**src/rtl/mem_port_arbiter.sv**
```systemverilog
// Single-port memory arbiter between fetch (IF) and load/store (MEM).
// Load/store wins by default; a starvation counter forces a fetch grant.
module mem_port_arbiter #(
   parameter int AW         = 32,
   parameter int DW         = 32,
   parameter int MEM_LAT    = 2,
   parameter int MAX_STARVE = 4
) (
   input  logic            i_clk,
   input  logic            i_rst,
   input  logic            i_if_req,
   input  logic [AW-1:0]   i_if_addr,
   output logic            o_if_gnt,
   output logic            o_if_rvalid,
   output logic [DW-1:0]   o_if_rdata,
   input  logic            i_ls_req,
   input  logic            i_ls_we,
   input  logic [DW/8-1:0] i_ls_be,
   input  logic [AW-1:0]   i_ls_addr,
   input  logic [DW-1:0]   i_ls_wdata,
   output logic            o_ls_gnt,
   output logic            o_ls_rvalid,
   output logic [DW-1:0]   o_ls_rdata,
   output logic            o_mem_req,
   output logic            o_mem_we,
   output logic [DW/8-1:0] o_mem_be,
   output logic [AW-1:0]   o_mem_addr,
   output logic [DW-1:0]   o_mem_wdata,
   input  logic [DW-1:0]   i_mem_rdata,
   output logic            o_stall_if,
   output logic            o_stall_ls
);

   localparam int BW  = DW / 8;
   localparam int SCW = $clog2(MAX_STARVE + 1);
   localparam logic [3:0]     LAT  = 4'(MEM_LAT);
   localparam logic [SCW-1:0] SMAX = SCW'(MAX_STARVE);

   typedef enum logic {IDLE, WAIT} state_t;
   typedef enum logic {OWN_IF, OWN_LS} owner_t;

   state_t         state_q, state_d;
   owner_t         owner_q, owner_d;
   logic           wr_q, wr_d;
   logic [3:0]     lat_q, lat_d;
   logic [SCW-1:0] starve_q, starve_d;
   logic           live_q;

   logic en, done, window, if_prio, ls_win, if_win;

   // live_q masks the cycle right after reset so all outputs stay low
   always_ff @(posedge i_clk) begin
      if (!i_rst) begin
         state_q  <= IDLE;
         owner_q  <= OWN_IF;
         wr_q     <= 1'b0;
         lat_q    <= 4'd0;
         starve_q <= '0;
         live_q   <= 1'b0;
      end else begin
         state_q  <= state_d;
         owner_q  <= owner_d;
         wr_q     <= wr_d;
         lat_q    <= lat_d;
         starve_q <= starve_d;
         live_q   <= 1'b1;
      end
   end

   always_comb begin
      en      = i_rst & live_q;
      done    = en & (state_q == WAIT) & (lat_q == LAT);
      window  = en & ((state_q == IDLE) | done);
      if_prio = i_if_req & (starve_q == SMAX);
      ls_win  = window & i_ls_req & ~if_prio;
      if_win  = window & i_if_req & ~ls_win;
   end

   always_comb begin
      state_d  = state_q;
      owner_d  = owner_q;
      wr_d     = wr_q;
      lat_d    = lat_q;
      starve_d = starve_q;
      if (ls_win | if_win) begin
         state_d = WAIT;
         owner_d = ls_win ? OWN_LS : OWN_IF;
         wr_d    = ls_win & i_ls_we;
         lat_d   = 4'd1;
      end else if (state_q == WAIT) begin
         if (lat_q == LAT) begin
            state_d = IDLE;
            lat_d   = 4'd0;
         end else begin
            lat_d = lat_q + 4'd1;
         end
      end
      if (!i_if_req || if_win)
         starve_d = '0;
      else if (starve_q != SMAX)
         starve_d = starve_q + SCW'(1);
   end

   always_comb begin
      o_if_gnt    = if_win;
      o_ls_gnt    = ls_win;
      o_mem_req   = ls_win | if_win;
      o_mem_we    = 1'b0;
      o_mem_be    = '0;
      o_mem_addr  = '0;
      o_mem_wdata = '0;
      unique case (1'b1)
         ls_win: begin
            o_mem_we    = i_ls_we;
            o_mem_be    = i_ls_we ? i_ls_be : {BW{1'b1}};
            o_mem_addr  = i_ls_addr;
            o_mem_wdata = i_ls_we ? i_ls_wdata : '0;
         end
         if_win: begin
            o_mem_be   = {BW{1'b1}};
            o_mem_addr = i_if_addr;
         end
         default: ;
      endcase
   end

   always_comb begin
      o_if_rvalid = done & (owner_q == OWN_IF);
      o_ls_rvalid = done & (owner_q == OWN_LS);
      o_if_rdata  = o_if_rvalid ? i_mem_rdata : '0;
      o_ls_rdata  = (o_ls_rvalid & ~wr_q) ? i_mem_rdata : '0;
      o_stall_if  = en & ((i_if_req & ~if_win) |
                    ((state_q == WAIT) & (owner_q == OWN_IF) & ~o_if_rvalid));
      o_stall_ls  = en & ((i_ls_req & ~ls_win) |
                    ((state_q == WAIT) & (owner_q == OWN_LS) & ~o_ls_rvalid));
   end

endmodule

```
**config.mk**
```make
export PLATFORM = sky130hd
export DESIGN_NAME = mem_port_arbiter
export DESIGN_NICKNAME = d
export VERILOG_FILES = /design/src/rtl/mem_port_arbiter.sv
export SDC_FILE = /design/constraint.sdc
export NUM_CORES = 1
export LEC_CHECK = 0
export BUFFER_PORTS_ARGS = -buffer_cell sky130_fd_sc_hd__clkbuf_2
export CAP_MARGIN = 25
export CORE_AREA = 10 10 100 102
export CTS_BUF_LIST = sky130_fd_sc_hd__clkbuf_8
export DETAILED_ROUTE_END_ITERATION = 7
export DIE_AREA = 0 0 110 112
export PLACE_DENSITY = 0.74
export SLEW_MARGIN = 20
export SYNTH_ARGS = -nofsm -noshare
export SYNTH_HDL_FRONTEND = slang
export SYNTH_SLANG_ARGS = --single-unit
```
**constraint.sdc**
```tcl
create_clock -name i_clk -period 2.1 [get_ports i_clk]
set_input_delay 0.105 -clock i_clk [delete_from_list [all_inputs] [get_ports i_clk]]
set_output_delay 0.105 -clock i_clk [all_outputs]
set_load 0.05 [all_outputs]
```
# [Word level (Yosys, flattened, before mapping)]
# Cells that the tools add are included.
[op_classes] n_addsub=2 n_eq_ne=3 n_reduce_logical=5 bitwise=34 muxes=16
[ops] cell="$mux 32" count=4
[ops] cell="$pmux 32 s2" count=1
[ops] cell="$and 1x1->1" count=21
[ops] cell="$not 1->1" count=9
[ops] cell="$mux 1" count=8
[ops] cell="$mux 4" count=2
[ops] cell="$pmux 4 s2" count=1
[ops] cell="$add 4x1->4 const B" count=1
[ops] cell="$eq 4x2->1 const B" count=1
[ops] cell="$or 1x1->1" count=4
[ops] cell="$reduce_or 2->1" count=2
[ops] cell="$add 3x1->3 const B" count=1
[ops] cell="$eq 3x3->1 const B" count=1
[ops] cell="$ne 3x3->1 const B" count=1
[ops] cell="$reduce_bool 2->1" count=1
[ops] cell="$logic_not 1->1" count=1
[ops] cell="$logic_or 1x1->1" count=1
[word_totals] register_bits=11 out_inout_bits=140 in_bits=137

# [Logic depth before layout (Yosys ltp)]
# Gate-level depths: netlist (run 1).
[logic_depth] word_depth=13 ltp_mapped=8

# [Worst setup path after synthesis (run 1)]
# No wires, ideal clock.
[synth_path] path_type="register to output" start="register starve_q[0]" end="output o_mem_addr[0]" arrival_time_ns=2.077 setup_slack_ns=-0.082 stages_incl_launch_ff=9 path_buffers=2 cell_sequence="dfxtp_1 -> inv_1 -> ha_1 -> nand3_1 -> and2_1 -> clkbuf_1 -> clkbuf_1 -> a22oi_1 -> nor2_1"
[synth_via] elab_chain_len=7
[synth_lines] item="from (decl)" line="46" source="logic [SCW-1:0] starve_q, starve_d;"
[synth_lines] item="from (signal assigned)" line="65" source="starve_q <= starve_d;"
[synth_lines] item="$eq 3x3->1 (*)" line="74" source="if_prio = i_if_req & (starve_q == SMAX);"
[synth_lines] item="$and 1x1->1 (*)" line="74"
[synth_lines] item="$not 1->1 (*)" line="75" source="ls_win = window & i_ls_req & ~if_prio;"
[synth_lines] item="$and 1x1->1 (*)" line="75"
[synth_lines] item="$not 1->1" line="76" source="if_win = window & i_if_req & ~ls_win;"
[synth_lines] item="$and 1x1->1" line="76"
[synth_lines] item="$pmux 32 s2 (*)" line="112" source="unique case (1'b1)"
[synth_lines] item="to (decl)" line="27" source="output logic [AW-1:0] o_mem_addr,"
# Mark *: on every way between the ends. The rest lies on a longest branch, timed or not.

# [Final worst setup path (run 1)]
[layout_path] start="register lat_q[2]" end="output o_ls_rdata[24]"
[layout_via] elab_chain_len=5
[layout_lines] item="from (decl)" line="45" source="logic [3:0] lat_q, lat_d;"
[layout_lines] item="from (signal assigned)" line="64" source="lat_q <= lat_d;"
[layout_lines] item="$eq 4x2->1" line="72" source="done = en & (state_q == WAIT) & (lat_q == LAT);"
[layout_lines] item="$and 1x1->1" line="72"
[layout_lines] item="$and 1x1->1" line="129" source="o_ls_rvalid = done & (owner_q == OWN_LS);"
[layout_lines] item="$and 1x1->1" line="131" source="o_ls_rdata = (o_ls_rvalid & ~wr_q) ? i_mem_rdata : '0;"
[layout_lines] item="$mux 32" line="131"
[layout_lines] item="to (decl)" line="23" source="output logic [DW-1:0] o_ls_rdata,"
# No other way between the ends.

==> flow_results.org, run 1 <==
** Finish
- Layout overhead on the synthesized area :: 220%
- The count of cells in the finished layout, fillers not included, comes to around 640.
- For this run, the share of the core covered by cells in the final layout is 67.4%.
- In the final design database the tool counted 676 nets.
- The post-route netlist has 64.4% of its cells at a drive strength greater than 1.
- 0 antenna diodes ended up in the layout.

** Die
- The floorplan has 33 rows.
- The core region is around 0.0081 mm^2.
- Pin placement for this block handled 277 I/O pins.
- Initial Util :: between 20% and 30%
- Area enclosed by the die boundary :: 0.0123 mm^2
- From bottom edge to top edge, the die measures ~110 um.
- Measured along the x axis, the die boundary spans approximately 110 um.

** Placement
- Number of buffer cells added on primary ports :: between 200 and 300
- After detailed placement, the design holds a cell count of 632.
- At the end of routability-driven placement, the weighted congestion stood at 0.852.
- Detailed placement ended at an HPWL of 11500 um.

** STA
- Sum Neg Setup Slack :: 0 ns
- Final hold violations :: 0
- Setup violations remaining at the end of the flow were counted as 0.
- Measured slew at the worst slew-check pin :: 0.496 ns
- Final clock period utilization by the worst path :: 97.3%
- Setup repair after global routing could not meet its margin everywhere.
- Worst clock skew :: 0.000453 ns
- The worst pin sits at a relative slew slack of 66.6%.
- The final-report max-slew violation count came to 0.
- Timing would allow up to 489 MHz.
- The worst path needs 2.04 ns of the cycle, external delays included.

** Setup path
- Critical Path Fanout Max :: 8
- Nature of the critical path endpoint :: output pin
- Worst R2R Path Depth :: 6
- The worst register-to-register path begins at starve_q[0].
- For flop-to-flop paths, the worst setup slack is approximately 0.6 ns.
- Arrival @ worst endpoint :: about 1.9 ns
- The slowest stage of the critical path is the dfxtp_2 cell.
- The critical path is of the reg -> out type.
- Worst path most repeated cell :: buf_4
- The critical path goes through nor4b_4, buf_4, nand3_4, nor3_4, buf_4, buf_6, and2_1, buf_12.
- Required time of the critical path :: 2.00 ns
- Crit-path max cell delay :: 0.35 ns
- The endpoint identified for the worst register-to-register timing path is starve_q[0].
- STA classifies the critical path startpoint as a register.

** Routing
- For this block, the via count after detailed routing is 2994.
- Met3 layer wire length in the routed design :: 1470 um
- Count of unresolved DRC violations after routing :: 0
- In the routed layout, each cell is associated on average with a via count of 4.67.
- In the final routing, the length of wire on met1 measures 4330 um.
- Post-route antenna net violation count :: 0
- In this run, the number of DRC markers left after iteration 0 of detailed routing was 159.
- The routed design uses 7000 um of met2 wire.
- Routed wire length per instance :: about 21 um
- The routed design has 13200 um of wire.
- The pre-antenna-repair detailed-routing pass consisted of 6 iterations.
- Highest metal layer with signal wires :: met4

** Clock tree
- The number of clock buffers added by TritonCTS is 3.
- Number of sinks handled by clock tree synthesis :: 11
- TritonCTS clock tree :: built
- Post-CTS Hold Fix Bufs :: 0
- The cell sitting at the root of the clock tree is a clkbuf_8.
- After clock tree synthesis, the clock-pin slew on the worst setup and hold paths is approximately 0.050 ns.
- H-Tree Depth :: 1
- Counting along the longest clock path gives a buffer depth of 2.
- Later-pin clock latency in the skew report :: 0.24 ns

** Run
- The tool flagged a number of max-cap violations equal to 0.

** Pwr
- Dividing total power by cell area gives a power density of 202 mW/mm^2.
- IR analysis of the VDD net gives a maximum drop of between 150 and 200 uV.
- Leak :: 2.42 nW

** Synth
- The netlist uses 30 different library cells.
- During synthesis, Yosys emitted a total of 0 warnings.
- Counting flops with an async set or reset pin after synthesis yields a share of 0%.
- In this run, synthesis produced a sequential element count of 11.
- Top FF cell, synth :: dfxtp_1
- Share of the yosys chip area belonging to registers :: 13.0%
- Syn Std Cell Area :: 0.00170 mm^2
- The average instance in the mapped netlist occupies 6.42 um^2.
- The cell count after synthesis came out at 264.
- Net Count, Synth :: 403
- Yosys mapped a number of flops with a built-in enable equal to 0.

** GRT
- Via count of the first global-routing pass :: ~3100
- The number of antenna violations at the first check in global routing is 0.
- The first global-routing pass estimated 18200 um of wire.
- Entering global routing, the biggest net connects 34 pins.
- Total overflow reported by the global router :: 0
- Combined global-route utilization of all metal layers :: 18.7%

** Status
- Outcome :: complete, no violations

** Hold path
- Hold Crit Endpoint :: live_q
- Worst hold path startpoint :: i_rst
- Counting instances, the worst hold path has a depth of 1.
- Class of the most critical hold timing path :: in -> reg
-- synthesized netlist by cell type, drive strengths merged (2+ instances only) --
| cell type | instances | area, um^2 |
|---|---|---|
| clkbuf | 9 | 33.8 |
| a22oi | 32 | 240 |
| nand3 | 7 | 40.0 |
| inv | 5 | 18.8 |
| buf | 11 | 52.6 |
| dfxtp | 11 | 220 |
| a21boi | 2 | 15.0 |
| a21oi | 4 | 20.0 |
| nor2 | 46 | 180 |
| and2 | 98 | 613 |
| ha | 2 | 25.0 |
| xor2 | 2 | 17.5 |
| o211ai | 3 | 22.5 |
| nand2 | 9 | 33.8 |
| nor3 | 2 | 15.0 |
| o21ai | 9 | 45.0 |
| o21a | 4 | 30.0 |
-- cells in the final DEF (no fill, tap or decap), drive strengths merged, types with 4 or more instances in the layout --
cell type and instances:
a21oi 4, a22oi 32, and2 98, buf 140, clkbuf 151, dfxtp 11
inv 5, nand2 9, nand3 7, nor2 46, o21a 4, o21ai 9
-- flip-flops by register name (all words and copies together), names as in the netlist --
register	cells
wr_q	1
owner_q	1
lat_q	4
live_q	1
state_q	1
starve_q	3
-- logic make-up after synthesis --
family | count (synthesis) | share of synthesized area [%]
buffers and inverters | 25 | 6.20
XOR/XNOR | 3 | 1.55
AND/OR/NAND/NOR | 168 | 55.4
flip-flops | 11 | 13.0
AO/OA/AOI/OAI | 55 | 22.4
adder cells (fa/ha/maj) | 2 | 1.48
-- report_power, final --
part | total [mW] | internal, mW | switching [mW] | leakage (nW)
registers | 0.235 | 0.220 | 0.0154 | 0.0919
logic | 0.643 | 0.296 | 0.348 | 2.30
clock network | 0.218 | 0.131 | 0.0868 | 0.0255
total | 1.10 | 0.646 | 0.450 | 2.42
-- routing by layer --
layer / GRT usage, % / vias to the layer above
met4: 6.16 / 0
met5: 0 / -
met2: 35.7 / 197
met1: 17.5 / 1349
li1: - / 1426
met3: 7.21 / 22
-- stage by stage --
stage               worst slack, ns  hold WS, ns  area (um^2)  power [mW]
floorplan                    0.0955        0.133         1780       0.522
global placement              0.307        0.328         5240       0.850
detailed placement            0.209        0.346         5240       0.868
CTS                         0.00157        0.100         5300        1.09
global route                -0.0354       0.0982         5430        1.15
finish                       0.0571        0.101         5430        1.10
-- worst max-delay path, delay by kind of cell (launching register included) --
kind                   cells  cell delay [ns]
AND/OR/NAND/NOR            4             0.71
flip-flops                 1             0.35
buffers and inverters      4             0.63
-- how the worst max path moves through the flow --
stage / from / to / slack, ns
3_3_place_gp: lat_q[2] / o_if_rdata[15] / 0.31
2_1_floorplan: starve_q[0] / o_mem_wdata[22] / 0.1
6_report: lat_q[2] / o_ls_rdata[24] / 0.06
4_1_cts: starve_q[0] / o_mem_wdata[6] / 0.002
3_5_place_dp: lat_q[2] / o_ls_rdata[13] / 0.21
5_1_grt: starve_q[0] / o_mem_addr[26] / -0.04
-- timing repair --
action,CTS,global route
buffers inserted,1,1
gates resized for setup,0,29
gates cloned,0,3
setup endpoints to repair,36,104
pin swaps,1,3
-- layout make-up --
class	instances	area (um^2)
sequential	11	225
timing repair buffer	288	3490
fill	584	2630
tap	105	131
clock inverter	1	5.00
multi-input combinational	228	1510
inverter	5	18.8
clock buffer	3	41.3
Power figures use the tool's default switching activity.
==> run 2: changes to the inputs <==
--- a/config.mk
+++ b/config.mk
@@ -11,6 +11,7 @@
 export CTS_BUF_LIST = sky130_fd_sc_hd__clkbuf_8
 export DETAILED_ROUTE_END_ITERATION = 7
 export DIE_AREA = 0 0 110 112
+export MAX_ROUTING_LAYER = met4
 export PLACE_DENSITY = 0.74
 export SLEW_MARGIN = 20
 export SYNTH_ARGS = -nofsm -noshare
==> run 2 against run 1 <==
Global-route usage rose by 0.52 points. Total power fell by 0.12%. Utilization did not move. Via count rose by 0.73%. Clock skew rose by 0.00067 ns. Count of clock-buffer cells in the layout did not move. First-iteration DRC count fell by 1.3%. Critical path depth did not move. Worst hold slack improved by 0.0043 ns. Non-clock buffer count did not move. Design area did not move. Final cell count did not move. Highest routed layer unchanged.
==> flow_results.org, run 2 (synthesis gave the netlist of run 1 again) <==
** Routing
- Routed wire length per instance :: 20.5 um (-0.25%)
- 1st-iter DRT viols :: 157 (-1.3%)
- The remaining routing DRC violations is 0 (unchanged).
- Post-route antenna net violation count :: 0 (unchanged)
- The first-pass detailed-route iteration total came to 4 (-2).
- The overall via count from detail_route came to 3016 (+0.73%).
- The final wirelength was 13200 um (-0.25%).
- The post-detailed-route via-to-cell ratio came to 4.71 (+0.73%).

** Pwr
- The standby leakage power is 2.42 nW (unchanged).
- Register share of total power :: 21.5% (about the same)
- The total power of the final layout came to 1.09 mW (-0.12%).
- Net Sw Power :: 448 uW (-0.30%)
- The total power per unit cell area is 202 mW/mm^2 (-0.12%).
- Part of the power in combinational logic :: 58.7% (about the same)
- The switching portion of total power is 41.0% (-0.072 points).
- The internal power summed over all cells is 646 uW (about the same).
- The worst IR drop on VDD is 154 uV (-0.63%).
- Share of power burned in the clock network :: 19.8% (about the same)

** Clock tree
- Root buffer cell :: clkbuf_8
- TritonCTS built the clock tree.
- The number of clock sinks came to 11 (unchanged).
- Later-pin clock latency in the skew report :: 0.24 ns (about the same)
- The H-tree depth is 1 (unchanged).
- Number of clock buffers inserted by TritonCTS :: 3 (unchanged)
- The CTS clock-pin slew for the worst setup and hold paths is 0.05 ns (about the same).
- The clock tree buffer depth is 2 (unchanged).
- Post-CTS Hold Fix Bufs :: 0 (unchanged)

** Die
- The initial standard-cell utilization of the core came to 21.1% (unchanged).
- Width of the die :: 110 um (unchanged)
- The placeable core area came to 0.00805 mm^2 (unchanged).
- The total die area was 0.0123 mm^2 (unchanged).
- Die boundary height :: 112 um (unchanged)
- The number of rows in the core area came to 33 (unchanged).
- The I/O pin count came to 277 (unchanged).

** Finish
- The number of flip-flops in the largest register is 4 (unchanged).
- Non-filler instance count after layout :: 641 (unchanged)
- Layout overhead on the synthesized area :: 220% (unchanged)
- Post-route cell area :: 0.00543 mm^2 (unchanged)
- The final-stage net count was 676 (unchanged).
- The largest registers in the layout are lat_q (4), starve_q (3).
- More flip-flops sit in one register than any other, and that register is lat_q.
- Antenna diode count :: 0 (unchanged)
- In the layout the commonest cells are clkbuf_2 (147), buf_12 (133), and2_1 (91).
- The fraction of layout cells with a size suffix above 1 was 64.4% (unchanged).
- The library cell used most frequently in the layout, excluding fill and tap cells, is clkbuf_2.

** Setup path
- Startpoint types :: register
- The endpoint arrival time on the critical path was 1.94 ns (about the same).
- The worst setup path is captured at an output pin.
- The critical path data required time came to 2.00 ns (about the same).
- The largest fanout on the critical path is 8 (unchanged).
- Worst setup path category :: reg -> out

** Placement
- Post-detailed-placement half-perimeter wirelength :: 11500 um (unchanged)
- The final weighted congestion of routability-driven global placement is 0.866 (+1.6%).
- Pre-CTS setup slack :: 0.209 ns (unchanged)
- Placed cell area :: 0.00524 mm^2 (unchanged)
- Number of placed instances, taps included :: 632 (unchanged)
- The count of input and output buffers was 276 (unchanged).

** Status
- Outcome :: complete, no violations

** STA
- The total of endpoints with negative setup slack in the final report is 0 (unchanged).
- Total count of max-transition violations in the final report :: 0 (unchanged)
- Worst Slack Setup Final :: 0.0576 ns (+0.000571 ns)
- The remaining max-slew budget at the tightest pin came to 66.6% (about the same).
- The post-route fraction of the period consumed by the critical path was 97.3% (about the same).
- Setup repair after global routing could not meet its margin everywhere.
- The post-route clock skew came to 0.00112 ns (+0.000672 ns).
- Measured slew at the worst slew-check pin :: 0.496 ns (+0.000680 ns)
- The minimum hold slack is 0.105 ns (+0.00432 ns).
- Final hold violations :: 0 (unchanged)
- The minimum clock period was 2.04 ns (-0.000571 ns).
- Top achievable clock speed :: 490 MHz (about the same)

** GRT
- Largest net degree at the start of global routing :: 34 (unchanged)
- Total overflow reported by the global router :: 0 (unchanged)
- The number of antenna violations at the first check in global routing came to 0 (unchanged).
- The first-pass GRT wire length came to 18100 um (-0.57%).
- The global router's overall resource usage was 19.3% (+0.52 points).
- Via count of the first global-routing pass :: 3167 (+0.80%)

** Run
- Max Cap Viol :: 0 (unchanged)

** Hold path
- Class of the most critical hold timing path :: in -> reg
## run 2: cell counts in the layout (fill, tap and decap cells not counted)
No cell type changed its count.
## run 2: worst paths after layout
check | start | to | slack (ns) | cells past startpoint
worst max-delay path | lat_q[2] | o_ls_rdata[24] | 0.06 | 8
worst min-delay path | i_rst | live_q | 0.11 | 1
worst max register to register | starve_q[0] | starve_q[0] | 0.62 | 6
worst min register to register | starve_q[1] | starve_q[1] | 0.51 | 2
## run 2: per-layer routing
| metal | vias to the layer above | share of wire [%] | GRT usage, % |
|---|---|---|---|
| met5 | - | 0 | - |
| met4 | 0 | 2.6 | 6.16 |
| met3 | 22 | 9.5 | 4.96 |
| met2 | 196 | 54 | 35.7 |
| met1 | 1372 | 34 | 18.7 |
| li1 | 1426 | - | - |
## run 2: power by group through the flow
stage / sequential [mW] / combinational [mW] / clock, mW
after floorplan: 0.234 / 0.289 / 0
after global placement: 0.235 / 0.615 / 0
after detailed placement: 0.237 / 0.631 / 0
after CTS: 0.233 / 0.633 / 0.220
after global routing: 0.236 / 0.680 / 0.234
final: 0.235 / 0.643 / 0.217
## run 2: worst max-delay path: stages (launching register included)
cell and delay, ns:
dfxtp_2 0.35, nor4b_4 0.26, buf_4 0.19, nand3_4 0.10, nor3_4 0.16, buf_4 0.16
buf_6 0.13, and2_1 0.19, buf_12 0.15
## run 2: per-stage QoR
step                      TNS [ns]  util [%]
after floorplan                  0         -
after detailed placement         0      65.1
after CTS                        0      65.8
after global routing       -0.0693      67.4
after global placement           0      65.1
final                            0      67.4
## run 2: layout make-up
class,instances,area (um^2)
repair buffers,288,3490
fillers,584,2630
multi-input cells,228,1510
flip-flops and latches,11,225
well taps,105,131
clock buffers,3,41.3
inverters,5,18.8
clock inverters,1,5.00
## run 2: timing repair
item                                   CTS  global route
resized for setup                        0            29
pin swaps                                1             3
setup buffers                            1             1
setup endpoints to repair               36           104
cloned                                   0             3
endpoints found under the hold margin    0             0
